===== src/rtl/region_scan_ctrl_pkg.sv =====
// Shared types and constants for the region scan controller.
package region_scan_ctrl_pkg;

  typedef enum logic [2:0] {
    StIdle,
    StClear,
    StScan,
    StPop,
    StExpand
  } scan_state_e;

  // Neighbour slot indices inside nb_addr / nb_valid / push_positions.
  localparam logic [2:0] UPLEFT    = 3'd7;
  localparam logic [2:0] UP        = 3'd6;
  localparam logic [2:0] UPRIGHT   = 3'd5;
  localparam logic [2:0] LEFT      = 3'd4;
  localparam logic [2:0] RIGHT     = 3'd3;
  localparam logic [2:0] DOWNLEFT  = 3'd2;
  localparam logic [2:0] DOWN      = 3'd1;
  localparam logic [2:0] DOWNRIGHT = 3'd0;

  // One-hot strobe for a slot index.
  function automatic logic [7:0] slot_onehot(input logic [2:0] k);
    logic [7:0] oh;
    oh    = '0;
    oh[k] = 1'b1;
    return oh;
  endfunction

endpackage


===== src/rtl/region_lifo.sv =====
// Pixel-address LIFO: registered push/pop, combinational top-of-stack read.
// A push while full is silently dropped; the caller tracks overflow.
module region_lifo #(
  parameter int unsigned WIDTH = 8,
  parameter int unsigned DEPTH = 16
) (
  input  logic             clk,
  input  logic             reset_n,
  input  logic             push,
  input  logic             pop,
  input  logic [WIDTH-1:0] data_in,
  output logic             full,
  output logic             empty,
  output logic [WIDTH-1:0] top
);

  localparam int unsigned CntW = $clog2(DEPTH + 1);
  localparam int unsigned IdxW = (DEPTH > 1) ? $clog2(DEPTH) : 1;

  logic [WIDTH-1:0] mem [DEPTH];
  logic [CntW-1:0]  count_q, count_d;
  logic [IdxW-1:0]  wr_idx, top_idx;

  assign full    = (count_q == CntW'(DEPTH));
  assign empty   = (count_q == '0);
  assign wr_idx  = count_q[IdxW-1:0];
  assign top_idx = IdxW'(count_q - 1'b1);
  assign top     = empty ? '0 : mem[top_idx];

  // Occupancy next-state; push and pop are never requested together.
  always_comb begin
    count_d = count_q;
    if (push && !full) begin
      count_d = count_q + 1'b1;
    end else if (pop && !empty) begin
      count_d = count_q - 1'b1;
    end
  end

  // Occupancy register.
  always_ff @(posedge clk or negedge reset_n) begin
    if (!reset_n) begin
      count_q <= '0;
    end else begin
      count_q <= count_d;
    end
  end

  // Storage write; contents need no reset since occupancy gates every read.
  always_ff @(posedge clk) begin
    if (push && !full) begin
      mem[wr_idx] <= data_in;
    end
  end

endmodule


===== src/rtl/region_scan_ctrl.sv =====
// Connected-region labelling controller: raster-scans an M x N image for
// unvisited seeds and flood-fills each region through an address LIFO,
// examining the eight neighbours of each popped pixel one slot per cycle.
module region_scan_ctrl
  import region_scan_ctrl_pkg::*;
#(
  parameter int unsigned M           = 16,
  parameter int unsigned N           = 16,
  parameter int unsigned ADDR_WIDTH  = $clog2(M * N),
  parameter int unsigned STACK_DEPTH = M * N
) (
  input  logic                    clk,
  input  logic                    reset_n,
  input  logic                    start,
  output logic                    busy,
  output logic                    done,
  output logic                    clear,
  output logic                    new_pixel,
  output logic [ADDR_WIDTH-1:0]   center_addr,
  output logic [8*ADDR_WIDTH-1:0] nb_addr,
  output logic [7:0]              nb_valid,
  output logic [7:0]              push_positions,
  input  logic [7:0]              iterated_idx,
  input  logic [7:0]              nb_member,
  output logic                    region_start,
  output logic                    region_end,
  output logic [ADDR_WIDTH:0]     region_count,
  output logic                    overflow
);

  localparam int unsigned ColW = $clog2(N);
  localparam int unsigned RowW = ADDR_WIDTH - ColW;
  localparam logic [ADDR_WIDTH-1:0] LastAddr = ADDR_WIDTH'(M * N - 1);
  localparam logic [ADDR_WIDTH-1:0] RowStep  = ADDR_WIDTH'(N);

  scan_state_e             state_q, state_d;
  logic [ADDR_WIDTH-1:0]   scan_q, scan_d;
  logic [ADDR_WIDTH-1:0]   cur_q, cur_d;
  logic [2:0]              k_q, k_d;
  logic [ADDR_WIDTH:0]     count_q, count_d;
  logic                    ovf_q, ovf_d;

  logic                    lifo_push, lifo_pop, lifo_full, lifo_empty;
  logic [ADDR_WIDTH-1:0]   lifo_din, lifo_top;

  logic [ADDR_WIDTH-1:0]   slot_addr [8];
  logic [7:0]              slot_valid;

  region_lifo #(
    .WIDTH (ADDR_WIDTH),
    .DEPTH (STACK_DEPTH)
  ) u_lifo (
    .clk     (clk),
    .reset_n (reset_n),
    .push    (lifo_push),
    .pop     (lifo_pop),
    .data_in (lifo_din),
    .full    (lifo_full),
    .empty   (lifo_empty),
    .top     (lifo_top)
  );

  // Neighbour addresses and in-bounds mask around cur_q; out-of-bound slots
  // fall back to the centre address so downstream RAM reads stay in range.
  always_comb begin
    logic [RowW-1:0]       row;
    logic [ColW-1:0]       col;
    logic                  at_top, at_bot, at_left, at_right;
    logic [ADDR_WIDTH-1:0] up_a, down_a;
    logic [ADDR_WIDTH-1:0] raw [8];

    row      = cur_q[ADDR_WIDTH-1:ColW];
    col      = cur_q[ColW-1:0];
    at_top   = (row == '0);
    at_bot   = (row == RowW'(M - 1));
    at_left  = (col == '0);
    at_right = (col == ColW'(N - 1));
    up_a     = cur_q - RowStep;
    down_a   = cur_q + RowStep;

    raw[UPLEFT]    = up_a - 1'b1;
    raw[UP]        = up_a;
    raw[UPRIGHT]   = up_a + 1'b1;
    raw[LEFT]      = cur_q - 1'b1;
    raw[RIGHT]     = cur_q + 1'b1;
    raw[DOWNLEFT]  = down_a - 1'b1;
    raw[DOWN]      = down_a;
    raw[DOWNRIGHT] = down_a + 1'b1;

    slot_valid            = '0;
    slot_valid[UPLEFT]    = !at_top && !at_left;
    slot_valid[UP]        = !at_top;
    slot_valid[UPRIGHT]   = !at_top && !at_right;
    slot_valid[LEFT]      = !at_left;
    slot_valid[RIGHT]     = !at_right;
    slot_valid[DOWNLEFT]  = !at_bot && !at_left;
    slot_valid[DOWN]      = !at_bot;
    slot_valid[DOWNRIGHT] = !at_bot && !at_right;

    for (int k = 0; k < 8; k++) begin
      slot_addr[k] = slot_valid[k] ? raw[k] : cur_q;
    end
  end

  // Drive the neighbour bus: seed address on every slot while scanning.
  always_comb begin
    nb_addr  = '0;
    nb_valid = '0;
    for (int k = 0; k < 8; k++) begin
      if (state_q == StScan) begin
        nb_addr[k*ADDR_WIDTH +: ADDR_WIDTH] = scan_q;
      end else if (state_q == StExpand) begin
        nb_addr[k*ADDR_WIDTH +: ADDR_WIDTH] = slot_addr[k];
      end
    end
    if (state_q == StExpand) begin
      nb_valid = slot_valid;
    end
  end

  // FSM next-state, LIFO requests and pulse outputs.
  always_comb begin
    state_d        = state_q;
    scan_d         = scan_q;
    cur_d          = cur_q;
    k_d            = k_q;
    count_d        = count_q;
    ovf_d          = ovf_q;
    lifo_push      = 1'b0;
    lifo_pop       = 1'b0;
    lifo_din       = '0;
    done           = 1'b0;
    clear          = 1'b0;
    new_pixel      = 1'b0;
    center_addr    = '0;
    push_positions = '0;
    region_start   = 1'b0;
    region_end     = 1'b0;

    unique case (state_q)
      StIdle: begin
        if (start) begin
          count_d = '0;
          ovf_d   = 1'b0;
          state_d = StClear;
        end
      end
      StClear: begin
        clear   = 1'b1;
        scan_d  = '0;
        state_d = StScan;
      end
      StScan: begin
        center_addr = scan_q;
        if (!iterated_idx[UPLEFT]) begin
          new_pixel    = 1'b1;
          lifo_push    = 1'b1;
          lifo_din     = scan_q;
          region_start = 1'b1;
          count_d      = count_q + 1'b1;
          state_d      = StPop;
        end else if (scan_q == LastAddr) begin
          done    = 1'b1;
          state_d = StIdle;
        end else begin
          scan_d = scan_q + 1'b1;
        end
      end
      StPop: begin
        if (!lifo_empty) begin
          lifo_pop = 1'b1;
          cur_d    = lifo_top;
          k_d      = UPLEFT;
          state_d  = StExpand;
        end else begin
          // Region finished. The last pixel re-enters SCAN, which then sees
          // it visited and issues done on the following cycle.
          region_end = 1'b1;
          if (scan_q != LastAddr) begin
            scan_d = scan_q + 1'b1;
          end
          state_d = StScan;
        end
      end
      StExpand: begin
        center_addr = cur_q;
        if (nb_member[k_q] && slot_valid[k_q] && !iterated_idx[k_q]) begin
          push_positions = slot_onehot(k_q);
          lifo_push      = 1'b1;
          lifo_din       = slot_addr[k_q];
        end
        if (k_q == DOWNRIGHT) begin
          state_d = StPop;
        end else begin
          k_d = k_q - 1'b1;
        end
      end
      default: state_d = StIdle;
    endcase

    // A dropped push still reports its strobe; remember that it was lost.
    if (lifo_push && lifo_full) begin
      ovf_d = 1'b1;
    end
  end

  // State and datapath registers.
  always_ff @(posedge clk or negedge reset_n) begin
    if (!reset_n) begin
      state_q <= StIdle;
      scan_q  <= '0;
      cur_q   <= '0;
      k_q     <= '0;
      count_q <= '0;
      ovf_q   <= 1'b0;
    end else begin
      state_q <= state_d;
      scan_q  <= scan_d;
      cur_q   <= cur_d;
      k_q     <= k_d;
      count_q <= count_d;
      ovf_q   <= ovf_d;
    end
  end

  assign busy         = (state_q != StIdle);
  assign region_count = count_q;
  assign overflow     = ovf_q;

endmodule


===== config.mk =====
export PLATFORM = sky130hd
export DESIGN_NAME = region_scan_ctrl
export DESIGN_NICKNAME = d
export VERILOG_FILES = /design/src/rtl/region_scan_ctrl_pkg.sv /design/src/rtl/region_lifo.sv /design/src/rtl/region_scan_ctrl.sv
export SDC_FILE = /design/constraint.sdc
export NUM_CORES = 2
export LEC_CHECK = 0
export CAP_MARGIN = 20
export CORE_UTILIZATION = 56
export CTS_CLUSTER_DIAMETER = 60
export DETAILED_ROUTE_END_ITERATION = 8
export GPL_TIMING_DRIVEN = 0
export PLACE_DENSITY = 0.72
export SETUP_SLACK_MARGIN = 0.5
export SYNTH_ARGS = -nofsm -noshare
export SYNTH_HDL_FRONTEND = slang
export SYNTH_HIERARCHICAL = 1
export SYNTH_SLANG_ARGS = --single-unit

===== constraint.sdc =====
create_clock -name clk -period 16.65 [get_ports clk]
set_clock_uncertainty 0.05 [all_clocks]
set_input_delay 2.4975 -clock clk [delete_from_list [all_inputs] [get_ports clk]]
set_output_delay 2.4975 -clock clk [all_outputs]
set_load 0.03 [all_outputs]

* Word-level counts from Yosys, hierarchy flattened
Memories as Yosys holds them, arrays and structs flattened. A register that Yosys moved wholly into a read port is not among the register bits.
Index checks and enable logic that the tools add are counted.
** Word-level totals
- Flip-flop bits (word level) :: 33
- Bits in writable memories :: 2048
- Bits of input ports :: 19
- Output and inout bits :: 104
- Logic and storage cells :: 158
- Memories kept :: 1
** Operators by class
- Add/subtract/negate cells :: 13
- $lt $le $gt $ge :: 3
- Equality and inequality tests :: 19
- Muxes and demuxes :: 78
- Bitwise gates (word level) :: 2
- Reductions and logical operators :: 36
** Memories
- u_lifo.mem :: depth 256, width 8, read ports 1, clocked after Yosys merged registers in 1, wr ports 1, RTL line region_lifo.sv:20 : logic [WIDTH-1:0] mem [DEPTH];
** Operators by type and width (count)
- 2-to-1 mux 8 bit :: 35
- 2-to-1 mux 9 bit :: 4
- adder 8 x 1 -> 8 bit (second input constant) :: 4
- one-hot mux 8 bit (2 select lines) :: 2
- binary-select mux 8 bit (select 3 bit) :: 1
- one-hot mux 8 bit (3 select lines) :: 1
- subtractor 8 x 1 -> 8 bit (second input constant) :: 3
- 2-to-1 mux 3 bit :: 7
- 2-to-1 mux 1 bit :: 20
- adder 9 x 1 -> 9 bit (second input constant) :: 2
- one-hot mux 9 bit (2 select lines) :: 1
- != test 2 bit (second input constant) :: 8
- one-hot mux 3 bit (5 select lines) :: 1
- logical AND 1 bit :: 10
- nonzero test 2 bit :: 5
- binary-select mux 1 bit (select 3 bit) :: 3
- == test 9 bit (second input constant) :: 1
- logical NOT 9 bit :: 1
- AND reduction 3 bit :: 3
- subtractor 9 x 1 -> 9 bit (second input constant) :: 1
- adder 8 x 5 -> 8 bit (second input constant) :: 1
- == test 4 bit (second input constant) :: 2
- == test 8 bit (second input constant) :: 1
- logical NOT 1 bit :: 8
- 21 further kinds :: 26

* Depth between registers and ports, before layout
- Word-level depth :: 12
- Mapped depth :: 18

* Modules after synthesis
The synthesis kept the hierarchy.
** By module, submodules not included
- region_lifo :: instances 1, cells each 3495, area each 79962.9 um^2
- region_scan_ctrl :: instances 1, cells each 639, area each 4429.2 um^2

* Worst setup path before layout
OpenSTA, ideal clock, no wires.
- Path type :: in2reg
- Start :: input port iterated_idx[4]
- End :: memory u_lifo.mem[0][5], data pin
- Setup time :: 2261 ps
- Arrival :: 14206 ps
- Data required time :: 14339 ps
- Setup slack :: 134 ps
- Cell stages on the path :: 6
- Path buffers :: 0
- Cell sequence :: nor4b_1 > a221o_1 > a41o_1 > nand4_1 > or4_1 > o32ai_1
** On the way
- Cells in the longest elaborated chain, start to end :: 6
** RTL lines
- start, declared :: RTL line region_scan_ctrl.sv:23 : input logic [7:0] iterated_idx,
- binary-select mux 1 bit (select 3 bit) :: RTL line region_scan_ctrl.sv:187 : if (nb_member[k_q] && slot_valid[k_q] && !iterated_idx[k_q]) begin
- 2-to-1 mux 1 bit (implied by the code) :: RTL line region_scan_ctrl.sv:187
- logical NOT 1 bit :: RTL line region_scan_ctrl.sv:187
- logical AND 1 bit :: RTL line region_scan_ctrl.sv:187
- 2-to-1 mux 8 bit :: RTL line region_scan_ctrl.sv:187
- one-hot mux 8 bit (2 select lines) :: RTL line region_scan_ctrl.sv:140 : unique case (state_q)
- via lifo_din[5] :: RTL line region_scan_ctrl.sv:44 : logic [ADDR_WIDTH-1:0] lifo_din, lifo_top;
- end, declared :: RTL line region_lifo.sv:20
The timed path passes the listed nets, and every way through them passes these cells. The select of a mux whose other input is x is not followed.

* Worst setup path in the final report
- Start :: input port nb_member[4]
- End :: output port push_positions[1]
** On the way
- Cells in the longest elaborated chain, start to end :: 6
** RTL lines
- start, declared :: RTL line region_scan_ctrl.sv:24 : input logic [7:0] nb_member,
- binary-select mux 1 bit (select 3 bit) :: RTL line region_scan_ctrl.sv:187
- 2-to-1 mux 1 bit (implied by the code) :: RTL line region_scan_ctrl.sv:187
- logical AND 1 bit (2 in series) :: RTL line region_scan_ctrl.sv:187
- 2-to-1 mux 8 bit :: RTL line region_scan_ctrl.sv:187
- 2-to-1 mux 8 bit :: RTL line region_scan_ctrl.sv:140
- end, declared :: RTL line region_scan_ctrl.sv:22 : output logic [7:0] push_positions,
Every way passes these cells. The select of a mux whose other input is x is not followed.

==> metrics.md <==
| Metric | Value |
|---|---|
| Placed Area | 0.0899 mm2 |
| Core Rows | 142 |
| Final Hold Vio Count | 0 |
| # setup viols final | 0 |
| CTS tree | done |
| DP Wirelength | 153000 um |
| Worst reg2reg path endpoint | cur_q[6] |
| Setup TNS Final | 0 ns |
| Async S/R FF share, synth | 1.96% |
| Hold Crit Depth | 1 |
| CTS hold repair buffers | 0 |
| Buffers on Ports | 122 |
| CTS Buffer Depth | 3 |
| Synth top area share | 72.9% |
| Area Growth Syn to Fin | 14.0% |
| Layout cells sized above 1 | 25.4% |
| Seq cells post-synth | 2089 |
| Final Net Count | 4576 |
| Yosys Warn Count | 6 |
| DR vias/cell | 6.71 |
| Startpoint types | input port |
| Seq/Total Area, Yosys | 74.1% |
| Number of detailed-route iterations in the first pass | 6 |
| Effective utilization at floorplan | 56.3% |
| Required time worst endpoint | 14.10 ns |
| Syn Area/Cell | 20.4 um2 |
| Initial antenna violation count | 2 |
| GRT overflow | 0 |
| Slew headroom | 22.4% |
| R2R Setup Slk | 9.28 ns |
| Die Span Y | 390 um |
| Final RePlAce weighted congestion | 0.974 |
| Cts repair resizes | 0 |
| RSZ-0062 raised after global routing | false |
| Core Footprint | 0.150 mm2 |
| CTS buffer count | 200 |
| Fin cells | 6716 |
| Period utilization | 46.3% |
| PD cells | 187 mW/mm2 |
| Max-cap violations | 0 |
| Number of global-route vias before repair | 43800 |
| Min-Delay Endpoint | u_lifo/count_q[8] |
| Clk slew on worst S/H paths | 0.06 ns |
| Synthesized instance count | 4134 |
| Fin area | 0.0962 mm2 |
| DRT antenna net count | 0 |
| Critical Path AT | 5.17 ns |
| Total Routing Usage GR | 30.2% |
| First-pass GRT wire length | 321000 um |
| Worst VDD drop | 0.000140 V |
| Final Critical Period | 7.72 ns |
| Commonest non-fill, non-tap cell in the layout | edfxtp_1 |
| Crit. End Element | primary output |
| Post-synth top area cell | edfxtp_1 |
| Dpl cells | 6352 |
| DRT iter0 DRCs | 6535 |
| Hold_sp | u_lifo/count_q[8] |
| Die Area | 0.152 mm2 |
| Min-Delay Path Class | flop to flop |
| Post-Synthesis Cell Area | 0.0844 mm2 |
| Most frequent cells in the layout | 2048 x edfxtp_1, 632 x mux4_2, 323 x nor2_1, 211 x nand2_1, 201 x clkbuf_16 |
| Max-slew violations | 0 |
| R2R cell count | 18 |
| Final WL | 227000 um |
| Max FO, Critical Path | 10 |
| Setup Fix Bufs, Post-CTS | 0 |
| WL/cell | 33.8 um |
| H-tree Lvls | 4 |
| Area contributors post-synth | edfxtp_1 73%, mux4_2 17%, nor2_1 1.4%, dfrtp_1 1.2%, nand2_1 0.94% |
| Dominant synthesized flop cell | edfxtp_1 |
| EDFF count, synth | 2048 |
| CTS sink cnt | 2089 |
| Worst Setup Path Type | input port to primary output |
| Layout fillers | 9820 |
| Die Wd | 390 um |
| Clk Tree Root Cell | clkbuf_16 |
| Largest net degree at the start of global routing | 89 |
| Status | completed |
| Vias | 45100 |
| DRC Markers | 0 |
| Net Count, Synth | 4171 |
| Reg area | 0.0625 mm2 |
| Worst Tran Pin Value | 1.15 ns |
| FF-to-FF Start | u_lifo/count_q[0] |
| Synth cell types | 86 |
| F_max | 0.130 GHz |
| Worst skew pair latency | 0.85 ns |
| Multi-input logic area | 0.0205 mm2 |
| # IOs | 123 |
| Leakage power | 31.0 nW |
worst max-delay path: stages:
cell             delay (ns)
clkdlybuf4s50_1        0.47
nor4b_1                0.26
a221o_1                0.20
a41o_1                 0.10
nand4_1                0.24
buf_4                  0.31
or2_2                  0.32
nor2_1                 0.09
clkdlybuf4s50_1        0.68
power by group:
group          leakage (nW)  internal, W  switching, W
clock                  3.05      0.00244       0.00193
sequential             19.7      0.00586     0.0000377
combinational          8.24      0.00309       0.00468
total                  31.0       0.0114       0.00665
flip-flops by register name (all words and copies together), names as in the netlist:
register        flops
u_lifo/mem       2048
region_count        9
u_lifo/count_q      9
cur_q               8
scan_q              8
k_q                 3
state_q             3
overflow            1
synthesized netlist by cell type, types with 5 or more instances:
cell	n
a2111oi_0	7
a211o_1	6
a211oi_1	5
a21oi_1	56
a22o_1	6
a31oi_1	6
a32o_1	16
and2_1	6
and3_1	15
buf_1	22
buf_2	112
buf_4	19
buf_6	19
clkbuf_1	92
dfrtp_1	41
edfxtp_1	2048
ha_1	18
inv_1	16
mux2_2	5
mux2i_1	24
mux4_2	632
nand2_1	211
nand2b_1	11
nand3_1	82
nand4_1	11
nor2_1	323
nor2b_1	14
nor3_1	31
nor3b_1	6
o211ai_1	10
o21ai_0	86
o22ai_1	6
o311ai_0	8
xnor2_1	42
xor2_1	20
layout make-up:
cell class / count / share of cell area [%]
Clock buffer: 240 / 5.38
Clock inverter: 120 / 1.12
Tap cell: 2016 / 2.62
Inverter: 21 / 0.0819
Multi-Input combinational cell: 1757 / 21.4
Antenna cell: 3 / 0.00780
Buffer: 267 / 1.42
Timing Repair Buffer: 203 / 3.01
Sequential cell: 2089 / 65.0
stage by stage:
stage               setup slack [ns]  total power, W  utilization [%]  hold WS (ns)
global route                    8.83          0.0184             64.2         0.474
floorplan                      0.483          0.0107                -         0.411
finish                          8.93          0.0180             64.2         0.459
CTS                             8.91          0.0179             64.2         0.447
detailed placement              8.90          0.0136             60.0         0.439
global placement              -13.22          0.0135             58.9         0.436
worst max-delay path by stage:
stage | start | end | slack (ns) | depth (start not counted)
2_1_floorplan | iterated_idx[4] | u_lifo/mem[0][0] | 0.48 | 6
3_3_place_gp | nb_member[0] | u_lifo/mem[136][3] | -13.22 | 7
3_5_place_dp | nb_member[0] | push_positions[5] | 8.90 | 9
4_1_cts | nb_member[0] | push_positions[5] | 8.91 | 9
5_1_grt | nb_member[4] | push_positions[5] | 8.83 | 9
6_report | nb_member[4] | push_positions[1] | 8.93 | 9
per-layer routing:
| layer | global-route usage [%] | vias to the layer above | share of wire (%) |
|---|---|---|---|
| li1 | - | 17900 | - |
| met1 | 42.1 | 23700 | 37 |
| met2 | 46.0 | 3011 | 46 |
| met3 | 6.92 | 543 | 12 |
| met4 | 13.6 | 0 | 5.0 |
| met5 | 0 | - | 0 |
cell families (layout without fill, tap and decap cells):
kind of cell | count (synthesis) | after routing | synth area share, %
buffers and inverters | 288 | 851 | 1.70
AND/OR/NAND/NOR | 753 | 753 | 3.99
multiplexers | 662 | 662 | 17.2
adder cells (fa/ha/maj) | 18 | 18 | 0.267
XOR/XNOR | 63 | 63 | 0.663
AO/OA/AOI/OAI | 261 | 261 | 2.05
other | 0 | 3 | 0
flip-flops | 2089 | 2089 | 74.1
Note: power is estimated with default switching activity, not from simulation.
